==> src/rtl/image_frame_parser.sv <==
// Byte-stream framing stage: hunts for a two-byte sync header, validates a 24-bit
// length, streams the payload into pixel RAM and verifies an 8-bit additive checksum.
module image_frame_parser #(
  parameter int          ADDR_W         = 18,
  parameter int          MAX_BYTES      = 150528,
  parameter logic [7:0]  SYNC0          = 8'hA5,
  parameter logic [7:0]  SYNC1          = 8'h5A,
  parameter int          TIMEOUT_CYCLES = 1000000,
  parameter int          TO_W           = 20
) (
  input  logic              clk,
  input  logic              rst,
  input  logic [7:0]        rx_data,
  input  logic              rx_valid,
  output logic              wr_en,
  output logic [ADDR_W-1:0] wr_addr,
  output logic [7:0]        wr_data,
  output logic [23:0]       frame_len,
  output logic              frame_done,
  output logic              frame_err,
  output logic [1:0]        err_code,
  output logic              image_ready,
  output logic              busy
);

  typedef enum logic [2:0] {IDLE, SYNC, LEN2, LEN1, LEN0, PAYLOAD, CHECK} state_t;

  state_t            state_reg, state_next;
  logic [15:0]       len_hi_reg, len_hi_next;
  logic [ADDR_W-1:0] cnt_reg, cnt_next;
  logic [7:0]        csum_reg, csum_next;
  logic [TO_W-1:0]   to_reg, to_next;

  logic              wr_en_reg, wr_en_next;
  logic [ADDR_W-1:0] wr_addr_reg, wr_addr_next;
  logic [7:0]        wr_data_reg, wr_data_next;
  logic [23:0]       frame_len_reg, frame_len_next;
  logic              done_reg, done_next;
  logic              err_reg, err_next;
  logic [1:0]        err_code_reg, err_code_next;
  logic              ready_reg, ready_next;
  logic              busy_reg, busy_next;

  logic [23:0]       full_len;
  logic              last_byte;

  assign full_len  = {len_hi_reg, rx_data};
  assign last_byte = (24'(cnt_reg) == frame_len_reg - 24'd1);

  always_ff @(posedge clk or posedge rst) begin
    if (rst) begin
      state_reg     <= IDLE;
      len_hi_reg    <= '0;
      cnt_reg       <= '0;
      csum_reg      <= '0;
      to_reg        <= '0;
      wr_en_reg     <= 1'b0;
      wr_addr_reg   <= '0;
      wr_data_reg   <= '0;
      frame_len_reg <= '0;
      done_reg      <= 1'b0;
      err_reg       <= 1'b0;
      err_code_reg  <= '0;
      ready_reg     <= 1'b0;
      busy_reg      <= 1'b0;
    end else begin
      state_reg     <= state_next;
      len_hi_reg    <= len_hi_next;
      cnt_reg       <= cnt_next;
      csum_reg      <= csum_next;
      to_reg        <= to_next;
      wr_en_reg     <= wr_en_next;
      wr_addr_reg   <= wr_addr_next;
      wr_data_reg   <= wr_data_next;
      frame_len_reg <= frame_len_next;
      done_reg      <= done_next;
      err_reg       <= err_next;
      err_code_reg  <= err_code_next;
      ready_reg     <= ready_next;
      busy_reg      <= busy_next;
    end
  end

  always_comb begin
    state_next     = state_reg;
    len_hi_next    = len_hi_reg;
    cnt_next       = cnt_reg;
    csum_next      = csum_reg;
    to_next        = to_reg;
    wr_en_next     = 1'b0;
    wr_addr_next   = wr_addr_reg;
    wr_data_next   = wr_data_reg;
    frame_len_next = frame_len_reg;
    done_next      = 1'b0;
    err_next       = 1'b0;
    err_code_next  = err_code_reg;
    ready_next     = ready_reg;

    if (state_reg == IDLE) begin
      to_next = '0;
      if (rx_valid && rx_data == SYNC0) begin
        state_next    = SYNC;
        err_code_next = 2'd0;
      end
    end else if (rx_valid) begin
      // A byte arriving in the expiry cycle takes priority over the timeout.
      to_next = '0;
      case (state_reg)
        SYNC: begin
          if (rx_data == SYNC1)      state_next = LEN2;
          else if (rx_data != SYNC0) state_next = IDLE;
        end
        LEN2: begin
          len_hi_next[15:8] = rx_data;
          state_next        = LEN1;
        end
        LEN1: begin
          len_hi_next[7:0] = rx_data;
          state_next       = LEN0;
        end
        LEN0: begin
          if (full_len == 24'd0 || full_len > 24'(MAX_BYTES)) begin
            state_next    = IDLE;
            err_next      = 1'b1;
            err_code_next = 2'd1;
          end else begin
            state_next     = PAYLOAD;
            frame_len_next = full_len;
            ready_next     = 1'b0;
            cnt_next       = '0;
            csum_next      = '0;
          end
        end
        PAYLOAD: begin
          wr_en_next   = 1'b1;
          wr_addr_next = cnt_reg;
          wr_data_next = rx_data;
          csum_next    = csum_reg + rx_data;
          cnt_next     = cnt_reg + ADDR_W'(1);
          if (last_byte) state_next = CHECK;
        end
        CHECK: begin
          state_next = IDLE;
          if (rx_data == csum_reg) begin
            done_next     = 1'b1;
            ready_next    = 1'b1;
            err_code_next = 2'd0;
          end else begin
            err_next      = 1'b1;
            err_code_next = 2'd2;
          end
        end
        default: state_next = IDLE;
      endcase
    end else if (to_reg == TO_W'(TIMEOUT_CYCLES - 1)) begin
      state_next    = IDLE;
      err_next      = 1'b1;
      err_code_next = 2'd3;
      to_next       = '0;
    end else begin
      to_next = to_reg + TO_W'(1);
    end

    busy_next = (state_next != IDLE);
  end

  assign wr_en       = wr_en_reg;
  assign wr_addr     = wr_addr_reg;
  assign wr_data     = wr_data_reg;
  assign frame_len   = frame_len_reg;
  assign frame_done  = done_reg;
  assign frame_err   = err_reg;
  assign err_code    = err_code_reg;
  assign image_ready = ready_reg;
  assign busy        = busy_reg;

endmodule

==> config.mk <==
export PLATFORM = sky130hd
export DESIGN_NAME = image_frame_parser
export DESIGN_NICKNAME = d
export VERILOG_FILES = /design/src/rtl/image_frame_parser.sv
export SDC_FILE = /design/constraint.sdc
export NUM_CORES = 1
export LEC_CHECK = 0
export CORE_ASPECT_RATIO = 0.75
export CORE_MARGIN = 1
export CORE_UTILIZATION = 50
export CTS_BUF_LIST = sky130_fd_sc_hd__clkbuf_8
export DETAILED_ROUTE_END_ITERATION = 16
export GPL_TIMING_DRIVEN = 0
export PLACE_DENSITY = 0.75
export SLEW_MARGIN = 20
export SYNTH_ARGS = -nofsm -noshare
export SYNTH_HDL_FRONTEND = slang
export SYNTH_SLANG_ARGS = --single-unit
==> constraint.sdc <==
create_clock -name clk -period 5.65 [get_ports clk]
set_input_delay 1.13 -clock clk [delete_from_list [all_inputs] [get_ports clk]]
set_output_delay 1.13 -clock clk [all_outputs]
set_load 0.01 [all_outputs]
# Word-level counts from Yosys, hierarchy flattened
# Index checks and enable logic that the tools add are counted.
totals:
  elab_cells: 93
  regBits: 122
  out_inout_bits: 57
  input_bits: 11
op_classes:
  n_addsub: 4
  eq_ne: 17
  muxes: 39
  bitwise_logic: 2
  order_cmp: 1
  n_reduce_logical: 15
op_table:
  columns: ["op", "count"]
  rows:
  - ["20-bit two-way mux", 3]
  - ["18-bit case mux with 2 select lines", 1]
  - ["18-bit by 24-bit == test with 1-bit output", 1]
  - ["24-bit by 18-bit > comparator with 1-bit output (second input constant)", 1]
  - ["24-bit zero test", 1]
  - ["3-bit two-way mux", 8]
  - ["24-bit by 1-bit subtractor with 24-bit output (second input constant)", 1]
  - ["20-bit by 1-bit adder with 20-bit output (second input constant)", 1]
  - ["20-bit == test (second input constant)", 1]
  - ["18-bit by 1-bit adder with 18-bit output (second input constant)", 1]
  - ["18-bit two-way mux", 1]
  - ["8-bit case mux with 2 select lines", 1]
  - ["3-bit case mux with 5 select lines", 1]
  - ["1-bit two-way mux", 14]
  - ["2-bit two-way mux", 6]
  - ["4-bit AND reduction", 3]
  - ["3-bit == test (second input constant)", 3]
  - ["3-bit AND reduction", 3]
  - ["8-bit adder", 1]
  - ["8-bit by 7-bit == test with 1-bit output (second input constant)", 1]
  - ["8-bit == test", 1]
  - ["8-bit == test (second input constant)", 1]
  - ["8-bit two-way mux", 1]
  - ["8-bit != test (second input constant)", 1]
  - ["15 further kinds", 21]

# Logic depth before layout (Yosys ltp)
logic_depth:
  depth_word: 7
  depth_mapped: 9
  ltp_nobuf: 8

# Worst setup path after synthesis
# Ideal clock, no wire load.
synth_path:
  kind: "input to register"
  start: "input port rx_data[7]"
  end: "register cnt_reg[7]"
  cell_stages: 8
  setup_ps: 78
  arrival_time_ps: 2968
  required_time_ps: 5572
  slack_ps: 2604
  n_path_buf: 2
  path_cell_list: "buf_2 nor4_2 nand4_1 mux2i_1 a21oi_1 buf_2 or4_1 a21oi_1"
synth_between:
  elab_chain_len: 4
  elab_cells_between_ends: 5
  cone_classes: "order compare: 1; eq/ne: 1; reduce/logical: 3"
synth_lines:
  columns: ["item", "line", "text"]
  rows:
  - ["start: declaration", "13", "input logic [7:0] rx_data,"]
  - ["24-bit by 18-bit > comparator with 1-bit output / 24-bit zero test (equally long branches)", "122", "if (full_len == 24'd0 || full_len > 24'(MAX_BYTES)) begin"]
  - ["1-bit logical OR (*)", "122", null]
  - ["2-bit != test (no source line) (*)", null, null]
  - ["4-bit AND reduction (no source line) (*)", null, null]
  - ["end signal: assignment", "69", "cnt_reg <= cnt_next;"]
  - ["end: declaration", "30", "logic [ADDR_W-1:0] cnt_reg, cnt_next;"]
# Mark *: on every way between the ends. The rest lies on a longest branch, timed or not.
# A chain may end at the register's enable or synchronous reset.

# Worst setup path after layout
layout_path:
  start: "input port rx_data[1]"
  end: "register cnt_reg[7]"
# Same word-level chain as after synthesis.

==> flow_summary.toml <==
[outcome]
run_status = "complete, no violations"

[synth]
synth-seq-cells = 122
synth.most_common_cell = "dfrtp_1"
synth-edff-count = 0
yosys_warnings = 0
synth_cells = 656
yosysSeqAreaShare_pct = 47.74
synth_area_leaders = "dfrtp_1 (48%), nand2_1 (7.0%), mux2_2 (6.0%)"
yosys.area.top_type = "dfrtp_1"
netlist_area_sq_um = 6395
synth_common_cells = "dfrtp_1 (122), nand2_1 (119), nor2_1 (37)"
synth_top_area_share_pct = 47.74
syn_nets = 678
syn_area_per_cell_sq_um = 9.748
async_reset_ff_share_pct = 100.0
ys_types = 60
ys.flop_type = "dfrtp_1"

[finish]
drive_gt1_share_pct = 10.88
largest_reg_flops = 24
diodes = 0
nets = 764
final_area_sq_um = 7766
instances_no_fill = 920
utilization_pct = 62.67
syn_to_final_growth_pct = 21.44

[detailed_routing]
routed_wirelength_um = 16560
via_per_inst = 5.911
drt_pass1_iterations = 7
wl_per_cell_um = 18.00
drcViolationCount = 0
drtIter0Drc = 438
vias = 5438
antenna_left = 0

[power]
power_frac_seq_pct = 47.1
p_clk_share_pct = 48.1
p_per_area_nw_per_um2 = 243.4
switching_power_w = 0.0004328
power.leakage_nw = 3.449
switching_share_pct = 22.90
ir_drop_mv = 0.1543
cell_internal_pwr_w = 0.001457
power_frac_comb_pct = 4.8

[global_routing]
grt_pass1_wl_um = 27140
grt_remaining_overflow = 0
grt_max_degree = 65
first_global_vias = 5167
antenna_found_initial = 0
grt_use_total_pct = 26.63

[sta]
min_period_ns = 4.070
relSlewSlack_pct = 45.92
skew_ns = 0.01477
finalMaxSlewViolations = 0
finalHoldViolCount = 0
fin_crit_sh_pct = 72.03
fmax_ghz = 0.2457
setup_violations = 0
rsz0062_at_grt = "no"
fin_ws_ns = 1.580
worst_pin_slew_ns = 0.7999

[placement]
hpwl_um = 11960
gp_congestion = 0.9217
preCtsSetupSlack_ns = 1.170
dpl.cell_count = 889
place_area_sq_um = 7301
io_buffers = 66

[setup_path]
path_class = "primary input to flop"
critical_path.max_fanout = 10
startpoint_type = "primary input"
endpoint_kind = "flop"
required_ns = 5.94
cp.arrival_ns = 4.36

[clocking]
cts_root_buf = "clkbuf_8"
ctsHoldBuffers = 0
clockBufferDepth = 2
cts.sinks = 122
cts_setup_buffers = 0
cts_tree = "yes"
htreeDepth = 4
clkTransAtPathRegs_ns = 0.08
clock_latency_ns = 0.44
cts-buffers-inserted = 17
cts_resized = 0

[floorplan]
ioPinCount = 68
chipWidth_um = 132.6
num_rows = 35
die-area_sq_um = 13250
core_sq_um = 12390
floorplan.initialDensity_pct = 51.60
die_y_um = 99.94

[hold_path]
hp-class = "flop to flop"

[job]
drv_cap = 0
## per-stage QoR
step | hold WS [ns] | power [W] | setup TNS [ns]
floorplan | 0.4476 | 0.0009587 | 0
global placement | 0.4603 | 0.0009938 | -43.12
detailed placement | 0.4639 | 0.0009990 | 0
CTS | 0.4891 | 0.001902 | 0
global route | 0.5137 | 0.001955 | 0
finish | 0.4861 | 0.001890 | 0
## layer usage
layer  up-vias  track usage [%]  wire (um)
li1       2521                -          -
met1      2665            39.54       7878
met2       229            38.74       7146
met3        23            6.515       1339
met4         0            7.250        194
met5         -                0          0
## critical path, stage by stage
cell	delay, ns
clkdlybuf4s50_1	0.64
nor4_1	0.45
nand4_1	0.18
mux2i_1	0.50
nand2_1	0.24
nor3_1	0.57
clkbuf_1	0.53
a21oi_1	0.11
## cells in the final DEF, fill, tap and decap left out, types with 15 or more instances in the layout
cell             instances
xnor2_1                 22
xor2_1                  21
a21oi_1                 23
clkbuf_8                20
clkbuf_1                23
or4_1                   15
nor3_1                  15
o21ai_0                 16
nand4_1                 17
nand2_1                119
mux2_2                  34
o31ai_1                 17
nor2_1                  37
clkdlybuf4s50_1         66
dfrtp_1                122
nand3_1                 23
## cell type report
cell class              count  area [sq um]
fillers                  1012          4627
multi-input cells         492          3159
flip-flops and latches    122          3053
repair buffers             67         688.2
clock buffers              18         247.7
clock inverters            13         217.7
well taps                 166         207.7
plain buffers              31         146.4
inverters                  11         46.29
## power groups by stage
stage,clock network [W],logic (W),registers (W)
5_1_grt,0.000963,0.0000999,0.000892
2_1_floorplan,0,0.0000513,0.000907
3_3_place_gp,0,0.0000861,0.000908
4_1_cts,0.000920,0.0000913,0.000891
3_5_place_dp,0,0.0000910,0.000908
6_report,0.000908,0.0000906,0.000891
## path summary, 6_finish.rpt
path / slack [ns] / start / cells after the start / endpoint
max in group asynchronous: 3.81 / rst / 3 / frame_len[4]$_DFFE_PP0P_
setup reg to reg: 2.56 / len_hi_reg[7]$_DFFE_PP0P_ / 7 / cnt_reg[7]$_DFFE_PP0P_
hold / removal: 0.49 / wr_addr[5]$_DFFE_PP0P_ / 2 / wr_addr[5]$_DFFE_PP0P_
hold reg to reg: 0.49 / wr_addr[5]$_DFFE_PP0P_ / 2 / wr_addr[5]$_DFFE_PP0P_
min in group asynchronous: 1.12 / rst / 2 / to_reg[16]$_DFF_PP0_
setup / recovery: 1.58 / rx_data[1] / 8 / cnt_reg[7]$_DFFE_PP0P_
## logic make-up after synthesis
kind of cell / count (synthesis) / share of synthesized area, %
compound gates: 98 / 10.31
flops: 122 / 47.74
simple gates: 300 / 23.93
fa+ha+maj: 11 / 2.270
xor+xnor: 43 / 5.889
buf+inv: 42 / 2.935
mux: 40 / 6.926
(Power assumes the default switching activity.)
